File: src/rtl/uart_tx_arbiter.sv
// Round-robin arbiter that shares one UART TX queue among N_REQ byte-stream requesters,
// locking the queue per message. Optional stall timeout: define UART_ARB_TIMEOUT_EN.
module uart_tx_arbiter #(
  parameter int unsigned N_REQ     = 2,
  parameter int unsigned MAX_BURST = 16,
  parameter int unsigned TIMEOUT   = 255
) (
  input  logic               clk,
  input  logic               rstn,
  input  logic [N_REQ-1:0]   req_valid,
  input  logic [8*N_REQ-1:0] req_data,
  input  logic [N_REQ-1:0]   req_last,
  output logic [N_REQ-1:0]   req_ready,
  output logic               send_req,
  output logic [7:0]         send_data,
  input  logic               txq_full,
  output logic [N_REQ-1:0]   grant,
  output logic               busy
);

  localparam int unsigned IW = (N_REQ > 1) ? $clog2(N_REQ) : 1;
  localparam int unsigned BW = (MAX_BURST > 0) ? $clog2(MAX_BURST + 1) : 1;

  typedef enum logic {StIdle, StGrant} state_e;

  state_e           state_q;
  logic [N_REQ-1:0] grant_q;
  logic             busy_q;
  logic [IW-1:0]    rr_ptr_q;
  logic [IW-1:0]    owner_q;
  logic [BW-1:0]    burst_cnt_q;

  logic             next_found;
  logic [IW-1:0]    next_idx;
  logic             owner_valid;
  logic             owner_last;
  logic             accept;
  logic             burst_hit;
  logic             timeout_rel;
  logic             release_now;

  assign grant = grant_q;
  assign busy  = busy_q;

  // Walk downward so the candidate closest to rr_ptr+1 is the one left standing.
  always_comb begin
    next_found = 1'b0;
    next_idx   = '0;
    for (int k = N_REQ; k >= 1; k--) begin
      int unsigned cand;
      cand = (int'(rr_ptr_q) + k) % N_REQ;
      if (req_valid[cand]) begin
        next_found = 1'b1;
        next_idx   = IW'(cand);
      end
    end
  end

  always_comb begin
    owner_valid = req_valid[owner_q];
    owner_last  = req_last[owner_q];
    req_ready   = '0;
    send_req    = 1'b0;
    send_data   = '0;
    if (busy_q) begin
      req_ready[owner_q] = ~txq_full;
      send_req           = owner_valid & ~txq_full;
      send_data          = req_data[8*int'(owner_q) +: 8];
    end
  end

  assign accept    = send_req;
  assign burst_hit = (MAX_BURST != 0) && ((32'(burst_cnt_q) + 32'd1) == MAX_BURST);

`ifdef UART_ARB_TIMEOUT_EN
  logic [15:0] stall_cnt_q;
  assign timeout_rel = busy_q & ~owner_valid & (stall_cnt_q == 16'(TIMEOUT - 1));

  always_ff @(posedge clk or negedge rstn) begin
    if (!rstn) begin
      stall_cnt_q <= '0;
    end else if (state_q == StIdle || owner_valid) begin
      stall_cnt_q <= '0;
    end else if (!timeout_rel) begin
      stall_cnt_q <= stall_cnt_q + 16'd1;
    end
  end
`else
  assign timeout_rel = 1'b0;
`endif

  assign release_now = (accept & (owner_last | burst_hit)) | timeout_rel;

  always_ff @(posedge clk or negedge rstn) begin
    if (!rstn) begin
      state_q     <= StIdle;
      grant_q     <= '0;
      busy_q      <= 1'b0;
      rr_ptr_q    <= IW'(N_REQ - 1);
      owner_q     <= '0;
      burst_cnt_q <= '0;
    end else begin
      unique case (state_q)
        StIdle: begin
          if (next_found) begin
            state_q     <= StGrant;
            grant_q     <= {{(N_REQ-1){1'b0}}, 1'b1} << next_idx;
            owner_q     <= next_idx;
            busy_q      <= 1'b1;
            burst_cnt_q <= '0;
          end
        end
        StGrant: begin
          if (accept && burst_cnt_q != '1) begin
            burst_cnt_q <= burst_cnt_q + 1'b1;
          end
          if (release_now) begin
            state_q  <= StIdle;
            grant_q  <= '0;
            busy_q   <= 1'b0;
            rr_ptr_q <= owner_q;
          end
        end
        default: state_q <= StIdle;
      endcase
    end
  end

endmodule

File: config.mk
export PLATFORM = sky130hd
export DESIGN_NAME = uart_tx_arbiter
export DESIGN_NICKNAME = d
export VERILOG_FILES = /design/src/rtl/uart_tx_arbiter.sv
export SDC_FILE = /design/constraint.sdc
export NUM_CORES = 1
export LEC_CHECK = 0
export ABC_AREA = 1
export CAP_MARGIN = 25
export CORE_MARGIN = 2
export CORE_UTILIZATION = 38
export CTS_CLUSTER_DIAMETER = 40
export DETAILED_ROUTE_END_ITERATION = 6
export GPL_ROUTABILITY_DRIVEN = 0
export PLACE_DENSITY = 0.77
export SYNTH_ARGS = -nofsm -noshare
export SYNTH_HDL_FRONTEND = slang
export SYNTH_SLANG_ARGS = --single-unit
File: constraint.sdc
create_clock -name clk -period 2 [get_ports clk]
set_input_delay 0.3 -clock clk [delete_from_list [all_inputs] [get_ports clk]]
set_output_delay 0.3 -clock clk [all_outputs]
set_load 0.02 [all_outputs]
==> impl_metrics.yaml <==
outcome:
  status: "completed"
clock_tree:
  postCtsSetupBuffers: 0
  cts_htree_levels: 1
  holdBufCountCts: 0
  clk_pin_slew_ns: 0.07
  clk_latency_ns: 0.28
  root_buffer: "clkbuf_4"
  clock-sinks: 11
  cts_buffers: 3
  cts_tree: "built"
  cts_buffer_depth: 2
global_route:
  grt_pass1_wl_um: 2691
  overflow: 0
  grt_max_degree: 12
  gr-max-usage-layer: "met2"
  use_met3_pct: 2.642
  antenna_found_initial: 0
  met1_usage_pct: 20.09
  grt_use_met2_pct: 30.00
  grt_use_total_pct: 17.46
  grt_pass1_vias: 675
yosys:
  synth_simple_gate_area_share_pct: 36.74
  synth_compound_area_share_pct: 14.73
  ys_types: 22
  synth_top_family_by_area: "simple AND/OR/NAND/NOR gates"
  synthFlopType: "dfrtp_1"
  synth_warnings: 0
  syn_nets: 115
  yosysMostFrequentCell: "nand2_1"
  yosys.area_share.xor_xnor_pct: 0
  netlist_area_um2: 721.9
  synthCells: 90
  synth_top_area_share_pct: 34.66
  synthTopCellsByArea: "dfrtp_1 35%, nand2_1 12%, a22o_1 9.7%"
  ys_seq_area_share_pct: 38.30
  yosys_register_bits: 11
  synth.mux.area_fraction_pct: 0
  avgSynthCellArea_um2: 8.022
  yosysTopAreaCell: "dfrtp_1"
  async_reset_ff_share_pct: 100.0
  synth-adder-area-share_pct: 3.466
  synth_common_cells: "23 x nand2_1, 11 x inv_1, 11 x nand3_1, 10 x dfrtp_1, 8 x a22o_1"
  synth_edf_count: 0
worst_setup_path:
  reg2reg_from: "burst_cnt_q[0]$_DFFE_PN0P_"
  arrival_ns: 1.60
  rr_endpoint: "busy$_DFFE_PN0P_"
  path_class: "in2out"
  crit_path_start_kind: "primary input"
  ff2ff_setup_slack_ns: 0.27
  cp_data_required_time_ns: 1.70
  critPathTopFamily: "buffers and inverters"
  cp-end-kind: "output port"
  crit_chain: "clkdlybuf4s50_1 > nor3_1 > clkdlybuf4s50_1"
  critPathSlowestCell: "clkdlybuf4s50_1"
  cp_num_buf_inv: 2
  r2r_cells: 11
  cpMostUsedCell: "clkdlybuf4s50_1"
  cp_max_fo: 3
  max_stage_delay_ns: 0.64
timing:
  timing.fmax_mhz: 525.8
  worstMarginPinSlew_ns: 0.4755
  setup_viol: 0
  slew_viol_final: 0
  period_share_pct: 95.09
  fin_ws_ns: 0.09829
  rsz0062_at_grt: "no"
  setup_tns_ns: 0
  slew_headroom_pct: 68.20
  fin_crit_ns: 1.902
  skew_ns: 0.005348
  hold_viol_final: 0
placement:
  dp.final_hpwl_um: 1511
  dp_cells: 155
  portBuffers: 36
  dp_slack_ns: 0.004607
worst_hold_path:
  hp-class: "in2async"
floorplanning:
  die_w_um: 47.59
  core_mm2: 0.001764
  io_pins: 37
  die_area_mm2: 0.002264
  rows: 15
  start_util_pct: 40.92
  fp.dieH_um: 47.59
finish:
  area_growth_pct: 61.18
  drive_above_1_share_pct: 15.67
  nNetsFinal: 160
  nFillCells: 173
  final_cells: 159
  utilization_pct: 65.96
  n_antenna_cell: 0
pwr:
  irDropWorstVdd_v: 0.0007249
  p_leak_nw: 0.6080
  power_density_mw_per_mm2: 1188
drt:
  vias_per_cell: 5.000
  wl_um: 1845
  drt_iter0_drc: 12
  drtAntennaViolNets: 0
  post_drt_wl_per_cell_um: 11.60
  drc_errors: 0
  dr.pass1.iters: 4
  vias: 795
job:
  maxCapViolCount: 0
[placed cells by master, fill, tap and decap left out, drive strengths merged]
cell / Yosys / routed
clkbuf: 0 / 4
ha: 2 / 2
nand2: 27 / 27
dfrtp: 10 / 10
a22o: 8 / 8
inv: 13 / 13
dfstp: 1 / 1
a21oi: 3 / 3
buf: 0 / 4
dlygate4sd2: 0 / 8
dlymetal6s2s: 0 / 1
nand4: 1 / 1
nor3: 3 / 3
nand3: 12 / 12
o21ai: 2 / 2
a21boi: 1 / 1
nor2: 5 / 5
clkdlybuf4s50: 0 / 27
or2: 2 / 2
[worst reg2reg max path: cells and delay by family, from the launching register on]
kind / cells / cell delay, ns
flops: 1 / 0.42
fa+ha+maj: 2 / 0.52
simple gates: 9 / 0.71
[through the flow]
step	cell area (um2)	hold slack, ns	total power, mW
finish	1164	0.3456	1.382
global route	1164	0.4016	1.492
CTS	1161	0.3569	1.399
detailed placement	1144	0.4797	1.296
global placement	1144	0.4724	1.278
floorplan	721.9	0.004409	0.8909
[worst max-delay path by stage]
| stage | start | endpoint | slack [ns] | cells past startpoint |
|---|---|---|---|---|
| 2_1_floorplan | burst_cnt_q[0]$_DFFE_PN0P_ | grant[0]$_DFFE_PN0P_ | 0.39 | 11 |
| 3_3_place_gp | req_valid[1] | send_req | 0.03 | 6 |
| 3_5_place_dp | req_valid[1] | send_req | 0.005 | 6 |
| 4_1_cts | owner_q$_DFFE_PN0P_ | send_req | 0.008 | 6 |
| 5_1_grt | txq_full | req_ready[0] | 0.08 | 3 |
| 6_report | txq_full | req_ready[0] | 0.1 | 3 |
[where the power goes]
group | internal [mW] | switching [mW] | total, mW
registers | 0.310 | 0.0858 | 0.396
clock network | 0.0774 | 0.0762 | 0.154
logic | 0.377 | 0.456 | 0.832
total | 0.764 | 0.618 | 1.38
[per-layer routing]
metal	vias up	share of wire (%)
li1	389	-
met1	356	39
met2	45	46
met3	5	13
met4	0	2.2
met5	-	0
[area by class of cell]
cell class / instances / area, um2 / share of cell area (%)
multi-input cells: 66 / 396.6 / 34.09
well taps: 25 / 31.28 / 2.688
inverters: 13 / 48.80 / 4.194
clock buffers: 4 / 26.28 / 2.258
repair buffers: 40 / 382.9 / 32.90
flip-flops and latches: 11 / 277.8 / 23.87
[flip-flops by register name, summed over array words and instances (netlist names)]
signal,count
grant,2
rr_ptr_q,1
burst_cnt_q,5
owner_q,1
state_q,1
busy,1
[cell families (layout without fill, tap and decap cells)]
kind of cell,Yosys count,after routing
simple gates,50,50
compound gates,14,14
buf+inv,13,57
flops,11,11
fa+ha+maj,2,2
[what timing repair did]
| action | CTS | global route |
|---|---|---|
| resized for setup | 10 | 1 |
| setup endpoints to repair | 9 | 1 |
| pin swaps | 0 | 0 |
No activity file was read; power rests on OpenSTA's default activity.
